## src/rtl/vga_avl_pkg.sv

```systemverilog
// Shared types for the VGA text Avalon access arbiter: FSM states, bus widths
// and the command word latched at grant time.
package vga_avl_pkg;

  localparam int AVL_DATA_W     = 32;
  localparam int AVL_BE_W       = 4;
  localparam int AVL_ADDR_MAX_W = 32;
  localparam int LAT_CNT_W      = 2;

  typedef enum logic [1:0] {
    ST_IDLE,
    ST_ISSUE,
    ST_RD_WAIT,
    ST_COMPLETE
  } arb_state_t;

  // Address field is sized for the widest supported bus; unused upper bits stay 0.
  typedef struct packed {
    logic                      we;
    logic [AVL_ADDR_MAX_W-1:0] addr;
    logic [AVL_BE_W-1:0]       byte_en;
    logic [AVL_DATA_W-1:0]     wdata;
  } avl_cmd_t;

endpackage

```

## src/rtl/rr_priority_picker.sv

```systemverilog
// Combinational round-robin picker: first set request at or above ptr,
// wrapping modulo NUM_REQ.
module rr_priority_picker
  import vga_avl_pkg::*;
#(
  parameter int NUM_REQ = 2,
  parameter int IDX_W   = 1
) (
  input  logic [NUM_REQ-1:0] req,
  input  logic [IDX_W-1:0]   ptr,
  output logic [NUM_REQ-1:0] gnt,
  output logic [IDX_W-1:0]   idx
);

  logic found;

  always_comb begin
    gnt   = '0;
    idx   = '0;
    found = 1'b0;
    // k is the distance from the pointer; the smallest distance with a request wins.
    for (int k = 0; k < NUM_REQ; k++) begin
      for (int j = 0; j < NUM_REQ; j++) begin
        if (!found && req[j] && (j == ((int'(ptr) + k) % NUM_REQ))) begin
          gnt[j] = 1'b1;
          idx    = IDX_W'(j);
          found  = 1'b1;
        end
      end
    end
  end

endmodule

```

## src/rtl/vga_avl_access_arbiter.sv

```systemverilog
// Round-robin Avalon-MM master sharing the VGA text slave among NUM_REQ
// requesters, one outstanding access at a time, grants optionally gated.
module vga_avl_access_arbiter
  import vga_avl_pkg::*;
#(
  parameter int NUM_REQ      = 2,
  parameter int ADDR_W       = 12,
  parameter int READ_LATENCY = 1
) (
  input  logic                           CLK,
  input  logic                           RESET,
  input  logic [NUM_REQ-1:0]             REQ,
  input  logic [NUM_REQ-1:0]             REQ_WE,
  input  logic [NUM_REQ*ADDR_W-1:0]      REQ_ADDR,
  input  logic [NUM_REQ*AVL_BE_W-1:0]    REQ_BYTE_EN,
  input  logic [NUM_REQ*AVL_DATA_W-1:0]  REQ_WDATA,
  output logic [NUM_REQ-1:0]             ACK,
  output logic [AVL_DATA_W-1:0]          RDATA,
  input  logic                           GATE_EN,
  output logic                           BUSY,
  output logic                           AVL_CS,
  output logic                           AVL_READ,
  output logic                           AVL_WRITE,
  output logic [AVL_BE_W-1:0]            AVL_BYTE_EN,
  output logic [ADDR_W-1:0]              AVL_ADDR,
  output logic [AVL_DATA_W-1:0]          AVL_WRITEDATA,
  input  logic [AVL_DATA_W-1:0]          AVL_READDATA
);

  localparam int IDX_W = (NUM_REQ > 1) ? $clog2(NUM_REQ) : 1;

  arb_state_t             state;
  arb_state_t             state_nxt;
  avl_cmd_t               cmd_q;
  avl_cmd_t               cmd_nxt;
  logic [IDX_W-1:0]       ptr_q;
  logic [IDX_W-1:0]       win_q;
  logic [IDX_W-1:0]       pick_idx;
  logic [NUM_REQ-1:0]     pick_gnt;
  logic [NUM_REQ-1:0]     win_onehot;
  logic [LAT_CNT_W-1:0]   cnt_q;
  logic                   grant_go;
  logic                   cmd_addr_unused;

  rr_priority_picker #(
    .NUM_REQ (NUM_REQ),
    .IDX_W   (IDX_W)
  ) u_picker (
    .req (REQ),
    .ptr (ptr_q),
    .gnt (pick_gnt),
    .idx (pick_idx)
  );

  assign grant_go = (state == ST_IDLE) && GATE_EN && (|REQ);

  // Select the winner's command fields out of the packed request buses.
  always_comb begin
    cmd_nxt = '0;
    for (int i = 0; i < NUM_REQ; i++) begin
      if (pick_gnt[i]) begin
        cmd_nxt.we                = REQ_WE[i];
        cmd_nxt.addr[ADDR_W-1:0]  = REQ_ADDR[i*ADDR_W +: ADDR_W];
        cmd_nxt.byte_en           = REQ_BYTE_EN[i*AVL_BE_W +: AVL_BE_W];
        cmd_nxt.wdata             = REQ_WDATA[i*AVL_DATA_W +: AVL_DATA_W];
      end
    end
  end

  always_comb begin
    for (int j = 0; j < NUM_REQ; j++) begin
      win_onehot[j] = (win_q == IDX_W'(j));
    end
  end

  always_ff @(posedge CLK) begin
    if (RESET) begin
      state <= ST_IDLE;
    end else begin
      state <= state_nxt;
    end
  end

  always_comb begin
    state_nxt = state;
    case (state)
      ST_IDLE:     if (grant_go) state_nxt = ST_ISSUE;
      ST_ISSUE:    state_nxt = cmd_q.we ? ST_COMPLETE : ST_RD_WAIT;
      ST_RD_WAIT:  if (cnt_q == '0) state_nxt = ST_COMPLETE;
      ST_COMPLETE: state_nxt = ST_IDLE;
      default:     state_nxt = ST_IDLE;
    endcase
  end

  // Every output is a register loaded on the edge that enters the state it belongs to.
  always_ff @(posedge CLK) begin
    if (RESET) begin
      cmd_q     <= '0;
      win_q     <= '0;
      ptr_q     <= '0;
      cnt_q     <= '0;
      AVL_CS    <= 1'b0;
      AVL_READ  <= 1'b0;
      AVL_WRITE <= 1'b0;
      ACK       <= '0;
      RDATA     <= '0;
      BUSY      <= 1'b0;
    end else begin
      AVL_CS    <= 1'b0;
      AVL_READ  <= 1'b0;
      AVL_WRITE <= 1'b0;
      ACK       <= '0;
      BUSY      <= (state_nxt != ST_IDLE);
      case (state)
        ST_IDLE: begin
          if (grant_go) begin
            cmd_q     <= cmd_nxt;
            win_q     <= pick_idx;
            AVL_CS    <= 1'b1;
            AVL_WRITE <= cmd_nxt.we;
            AVL_READ  <= ~cmd_nxt.we;
          end
        end
        ST_ISSUE: begin
          if (cmd_q.we) begin
            ACK <= win_onehot;
          end else begin
            cnt_q <= LAT_CNT_W'(READ_LATENCY - 1);
          end
        end
        ST_RD_WAIT: begin
          if (cnt_q == '0) begin
            RDATA <= AVL_READDATA;
            ACK   <= win_onehot;
          end else begin
            cnt_q <= cnt_q - 1'b1;
          end
        end
        ST_COMPLETE: begin
          ptr_q <= (win_q == IDX_W'(NUM_REQ - 1)) ? '0 : win_q + 1'b1;
        end
        default: ;
      endcase
    end
  end

  // The command latch doubles as the held Avalon address/data/byte-enable registers.
  assign AVL_ADDR        = cmd_q.addr[ADDR_W-1:0];
  assign AVL_BYTE_EN     = cmd_q.byte_en;
  assign AVL_WRITEDATA   = cmd_q.wdata;
  assign cmd_addr_unused = ^cmd_q.addr;

endmodule

```

## config.mk

```make
export PLATFORM = sky130hd
export DESIGN_NAME = vga_avl_access_arbiter
export DESIGN_NICKNAME = d
export VERILOG_FILES = /design/src/rtl/vga_avl_pkg.sv /design/src/rtl/rr_priority_picker.sv /design/src/rtl/vga_avl_access_arbiter.sv
export SDC_FILE = /design/constraint.sdc
export NUM_CORES = 1
export LEC_CHECK = 0
export ABC_AREA = 1
export CELL_PAD_IN_SITES_DETAIL_PLACEMENT = 1
export CELL_PAD_IN_SITES_GLOBAL_PLACEMENT = 1
export CORE_MARGIN = 2
export CORE_UTILIZATION = 28
export CTS_CLUSTER_DIAMETER = 60
export DETAILED_ROUTE_END_ITERATION = 8
export PLACE_DENSITY = 0.88
export SLEW_MARGIN = 20
export SYNTH_ARGS = -nofsm -noshare
export SYNTH_HDL_FRONTEND = slang
export SYNTH_HIERARCHICAL = 1
export SYNTH_SLANG_ARGS = --single-unit
```

## constraint.sdc

```tcl
create_clock -name CLK -period 1.9 [get_ports CLK]
set_input_delay 0.19 -clock CLK [delete_from_list [all_inputs] [get_ports CLK]]
set_output_delay 0.19 -clock CLK [all_outputs]
set_load 0.01 [all_outputs]
```

==> impl_table.tex <==
\begin{tabular}{lr}
\hline
Metric & Value \\
\hline
\multicolumn{2}{l}{\textbf{Status}} \\
\quad Outcome & complete, no violations \\
\multicolumn{2}{l}{\textbf{Final layout}} \\
\quad Synth-to-Final Area Change & 55.5\% \\
\quad Fraction of layout instances using a drive strength above 1 & under 10\% \\
\quad Net count of the finished layout & 780 \\
\quad Commonest non-fill, non-tap cell in the layout & sky130\_fd\_sc\_hd\_\_clkdlybuf4s50\_1 \\
\quad Most used cells in the layout excluding fill and tap cells & sky130\_fd\_sc\_hd\_\_clkdlybuf4s50\_1 (220), sky130\_fd\_sc\_hd\_\_dfxtp\_1 (93), sky130\_fd\_sc\_hd\_\_o21ai\_0 (83), sky130\_fd\_sc\_hd\_\_nor2\_1 (67), sky130\_fd\_sc\_hd\_\_a21oi\_1 (44) \\
\quad Post-layout instance area & 6430 sq um \\
\quad Area taken by multi-input logic gates & 1620 sq um \\
\quad Inserted Diodes & 0 \\
\quad Fill cells & 1674 \\
\quad Share of the core filled with cells & between 40 and 50\% \\
\quad Register area & 1860 sq um \\
\multicolumn{2}{l}{\textbf{Critical path}} \\
\quad Critical path fanouts, max & 32 \\
\quad CP Data Arrival Time & 1.90 ns \\
\quad Critical path endpoint category & flop \\
\quad CP Launch Type & flop \\
\quad Critical Setup Path Class & flop to flop \\
\quad Required time worst endpoint & 2.18 ns \\
\quad Internal reg-to-reg setup slack & 0.28 ns \\
\multicolumn{2}{l}{\textbf{Synthesis}} \\
\quad Number of nets in the synthesized netlist & 623 \\
\quad Total standard cell area after synthesis & 4140 sq um \\
\quad Synthesized-area fraction occupied by adder cells & under 10\% \\
\quad Synth Area in Compound Gates & 28.1\% \\
\quad Share of synthesized area occupied by flip-flops and latches & 45.0\% \\
\quad Number of synthesis warnings & 6 \\
\quad Yosys reg bits & 93 \\
\quad Per-instance average area after synthesis & about 8.6 sq um \\
\quad Combinational family with the most area after synthesis & compound AO/OA/AOI/OAI gates \\
\quad Number of distinct standard cells referenced by the synthesized netlist & 23 \\
\quad Proportion of synthesized area in mux cells & 0\% \\
\quad Fraction of synthesized cell area in xor and xnor cells & 0\% \\
\quad Basic-gate share of the synthesized area counting and, or, nand and nor cells & 9.10\% \\
\quad Cells after synthesis & 482 \\
\multicolumn{2}{l}{\textbf{Timing}} \\
\quad Relative slew slack & around three quarters \\
\quad Slew at the pin with the worst max-slew slack & between 0.3 and 0.4 ns \\
\quad Final-layout setup total negative slack & 0 ns \\
\quad Number of failing setup endpoints in the final timing report & 0 \\
\quad Final hold vios & 0 \\
\quad Clock Skew & 0.00630 ns \\
\quad Unrepaired setup endpoints after global routing & no \\
\quad Highest achievable clock rate & between 600 and 700 MHz \\
\quad Count of pins over their slew limit & 0 \\
\quad Worst hold margin & 0.450 ns \\
\quad Post-route fraction of the period consumed by the critical path & 85.5\% \\
\quad Final min period & 1.62 ns \\
\multicolumn{2}{l}{\textbf{Drt}} \\
\quad Residual antenna-violating net count after detailed routing & 0 \\
\quad Total via count after detailed routing & between 3000 and 4000 \\
\quad Wire length per cell after detailed routing & 16.2 microns \\
\quad Routed Wire Length & 13.4 mm \\
\quad Total iterations of the first detailed-routing run & 4 \\
\quad Average via count per standard cell & 4.78 \\
\quad DRT iter0 DRCs & 146 \\
\quad Final routed DRC violation total & 0 \\
\multicolumn{2}{l}{\textbf{Power and ir drop}} \\
\quad Net switching component of the power & between 2 and 3 mW \\
\quad Internal power of the cells & around 5.5 mW \\
\quad Switching share of power & 33.6\% \\
\quad P per Cell Area & 1280 nW/um\^{}2 \\
\quad Clock group share of total power & 23.2\% \\
\quad Sequential share of power & 35.1\% \\
\quad Gate power share & 41.7\% \\
\quad Maximum ir drop on the vdd rail & 0.000522 V \\
\quad Static leakage & 2.40 nW \\
\quad Design Power & 8.26 mW \\
\multicolumn{2}{l}{\textbf{Global route}} \\
\quad Vias in the first global route & roughly 4300 \\
\quad Largest net degree at the start of global routing & 67 \\
\quad Antenna violations before repair & 0 \\
\quad GRT Overall Usage & between 10\% and 20\% \\
\quad Total congestion overflow after global routing & 0 \\
\quad Global-route wire length before repair & between 20 and 25 mm \\
\multicolumn{2}{l}{\textbf{Floorplan}} \\
\quad Full die area & approximately 16000 sq um \\
\quad Placeable core region & 14500 sq um \\
\quad Die height & 126 microns \\
\quad Number of ports placed on the die boundary & 221 \\
\quad X dimension of the die & between 100 and 150 microns \\
\quad Row count & 44 \\
\quad Initial Utilization & 28.6\% \\
\multicolumn{2}{l}{\textbf{Clock network}} \\
\quad Number of clock buffers inserted by TritonCTS & 9 \\
\quad Max Buffers Root-to-Sink & 2 \\
\quad CTS H-tree lvls & 3 \\
\quad Sink Count & 93 \\
\quad Number of buffers inserted to repair setup after CTS & 0 \\
\quad Hold buffer count at CTS & 0 \\
\quad Insertion delay to the later sink of the worst-skew pair & 0.34 ns \\
\quad Root Buffer Master & sky130\_fd\_sc\_hd\_\_clkbuf\_16 \\
\quad TritonCTS clock tree & done \\
\quad Reg clk slew, reported paths & 0.07 ns \\
\quad Cts repair resizes & 0 \\
\multicolumn{2}{l}{\textbf{Run}} \\
\quad Max-capacitance violation count & 0 \\
\multicolumn{2}{l}{\textbf{Placed design}} \\
\quad Cell area after placement & 6120 sq um \\
\quad RePlAce Congestion & 0.783 \\
\quad Placed wire-length estimate after detailed placement & 10.1 mm \\
\quad Port-buffer cells & 220 \\
\multicolumn{2}{l}{\textbf{Min path}} \\
\quad Path class of the lowest-slack min-delay path & flop to flop \\
\hline
\end{tabular}
[worst paths after layout]
path	from	end	depth (start not counted)
max	state[0]	RDATA[6]	7
min	win_q	ACK[0]	1
max reg2reg	state[0]	RDATA[6]	7
min reg2reg	win_q	ACK[0]	1
[cell families (layout without fill, tap and decap cells)]
kind of cell	after synthesis	in the layout
buffers and inverters	102	264
and+or+nand+nor	93	93
adders and majority gates	6	6
AOI/OAI and AO/OA	188	188
DFF	93	93
[per-stage QoR]
step	worst slack [ns]	cells
6_report	0.276	828
5_1_grt	0.0935	828
4_1_cts	0.236	828
3_5_place_dp	0.105	812
3_3_place_gp	0.217	812
2_1_floorplan	0.562	482
[critical path: stages, from the launching register on]
cell	delay [ns]
sky130_fd_sc_hd__dfxtp_1	0.34
sky130_fd_sc_hd__inv_1	0.14
sky130_fd_sc_hd__ha_1	0.28
sky130_fd_sc_hd__nand2_2	0.19
sky130_fd_sc_hd__inv_1	0.09
sky130_fd_sc_hd__buf_4	0.32
sky130_fd_sc_hd__nor2_1	0.08
sky130_fd_sc_hd__nor2_1	0.12
[sequential cells by signal, summed over array words and instances, names as in the netlist, 2 cells and up]
signal / flops
ACK: 2
AVL_BYTE_EN: 4
RDATA: 32
state: 2
AVL_WRITEDATA: 32
cnt_q: 2
AVL_ADDR: 12
[synth_stat cells]
cell type | count | area (sq um)
sky130_fd_sc_hd__and2_1 | 1 | 6.26
sky130_fd_sc_hd__a22oi_2 | 10 | 125
sky130_fd_sc_hd__buf_8 | 1 | 15.0
sky130_fd_sc_hd__buf_2 | 12 | 60.1
sky130_fd_sc_hd__clkbuf_1 | 10 | 37.5
sky130_fd_sc_hd__nor2_1 | 67 | 251
sky130_fd_sc_hd__nand3b_1 | 1 | 7.51
sky130_fd_sc_hd__nor2_8 | 1 | 20.0
sky130_fd_sc_hd__a21oi_1 | 44 | 220
sky130_fd_sc_hd__nand3_1 | 2 | 10.0
sky130_fd_sc_hd__o21ai_0 | 83 | 415
sky130_fd_sc_hd__inv_1 | 16 | 60.1
sky130_fd_sc_hd__a21oi_2 | 10 | 87.6
sky130_fd_sc_hd__nand2_1 | 20 | 75.1
sky130_fd_sc_hd__buf_4 | 55 | 413
sky130_fd_sc_hd__a22oi_1 | 39 | 293
sky130_fd_sc_hd__nand2_2 | 1 | 6.26
sky130_fd_sc_hd__ha_1 | 6 | 75.1
sky130_fd_sc_hd__buf_6 | 6 | 67.6
sky130_fd_sc_hd__dfxtp_1 | 93 | 1860
sky130_fd_sc_hd__o211ai_1 | 1 | 7.51
sky130_fd_sc_hd__inv_2 | 2 | 7.51
sky130_fd_sc_hd__a21oi_4 | 1 | 16.3
[power by group through the flow]
stage	sequential, mW	combinational [mW]	clock [mW]
after floorplan	2.99	1.97	0
after global placement	2.89	3.30	0
after detailed placement	2.94	3.48	0
after CTS	2.90	3.50	1.99
after global routing	2.98	3.78	2.05
final	2.90	3.44	1.91
[final cells by class]
| cell class | count | share of cell area, % |
|---|---|---|
| clock inverter | 6 | 1.36 |
| clock buffer | 10 | 3.56 |
| timing repair buffer | 230 | 36.4 |
| sequential | 93 | 28.9 |
| multi-input combinational | 287 | 25.2 |
| tap | 184 | 3.58 |
| inverter | 18 | 1.05 |
[per-layer routing]
layer | track usage (%) | vias to the layer above | share of wire, %
met5 | 0 | - | 0
met4 | 5.49 | 0 | 1.6
met3 | 5.01 | 18 | 7.9
met2 | 31.8 | 154 | 53
met1 | 17.9 | 1867 | 38
li1 | - | 1919 | -
Power figures use the tool's default switching activity.
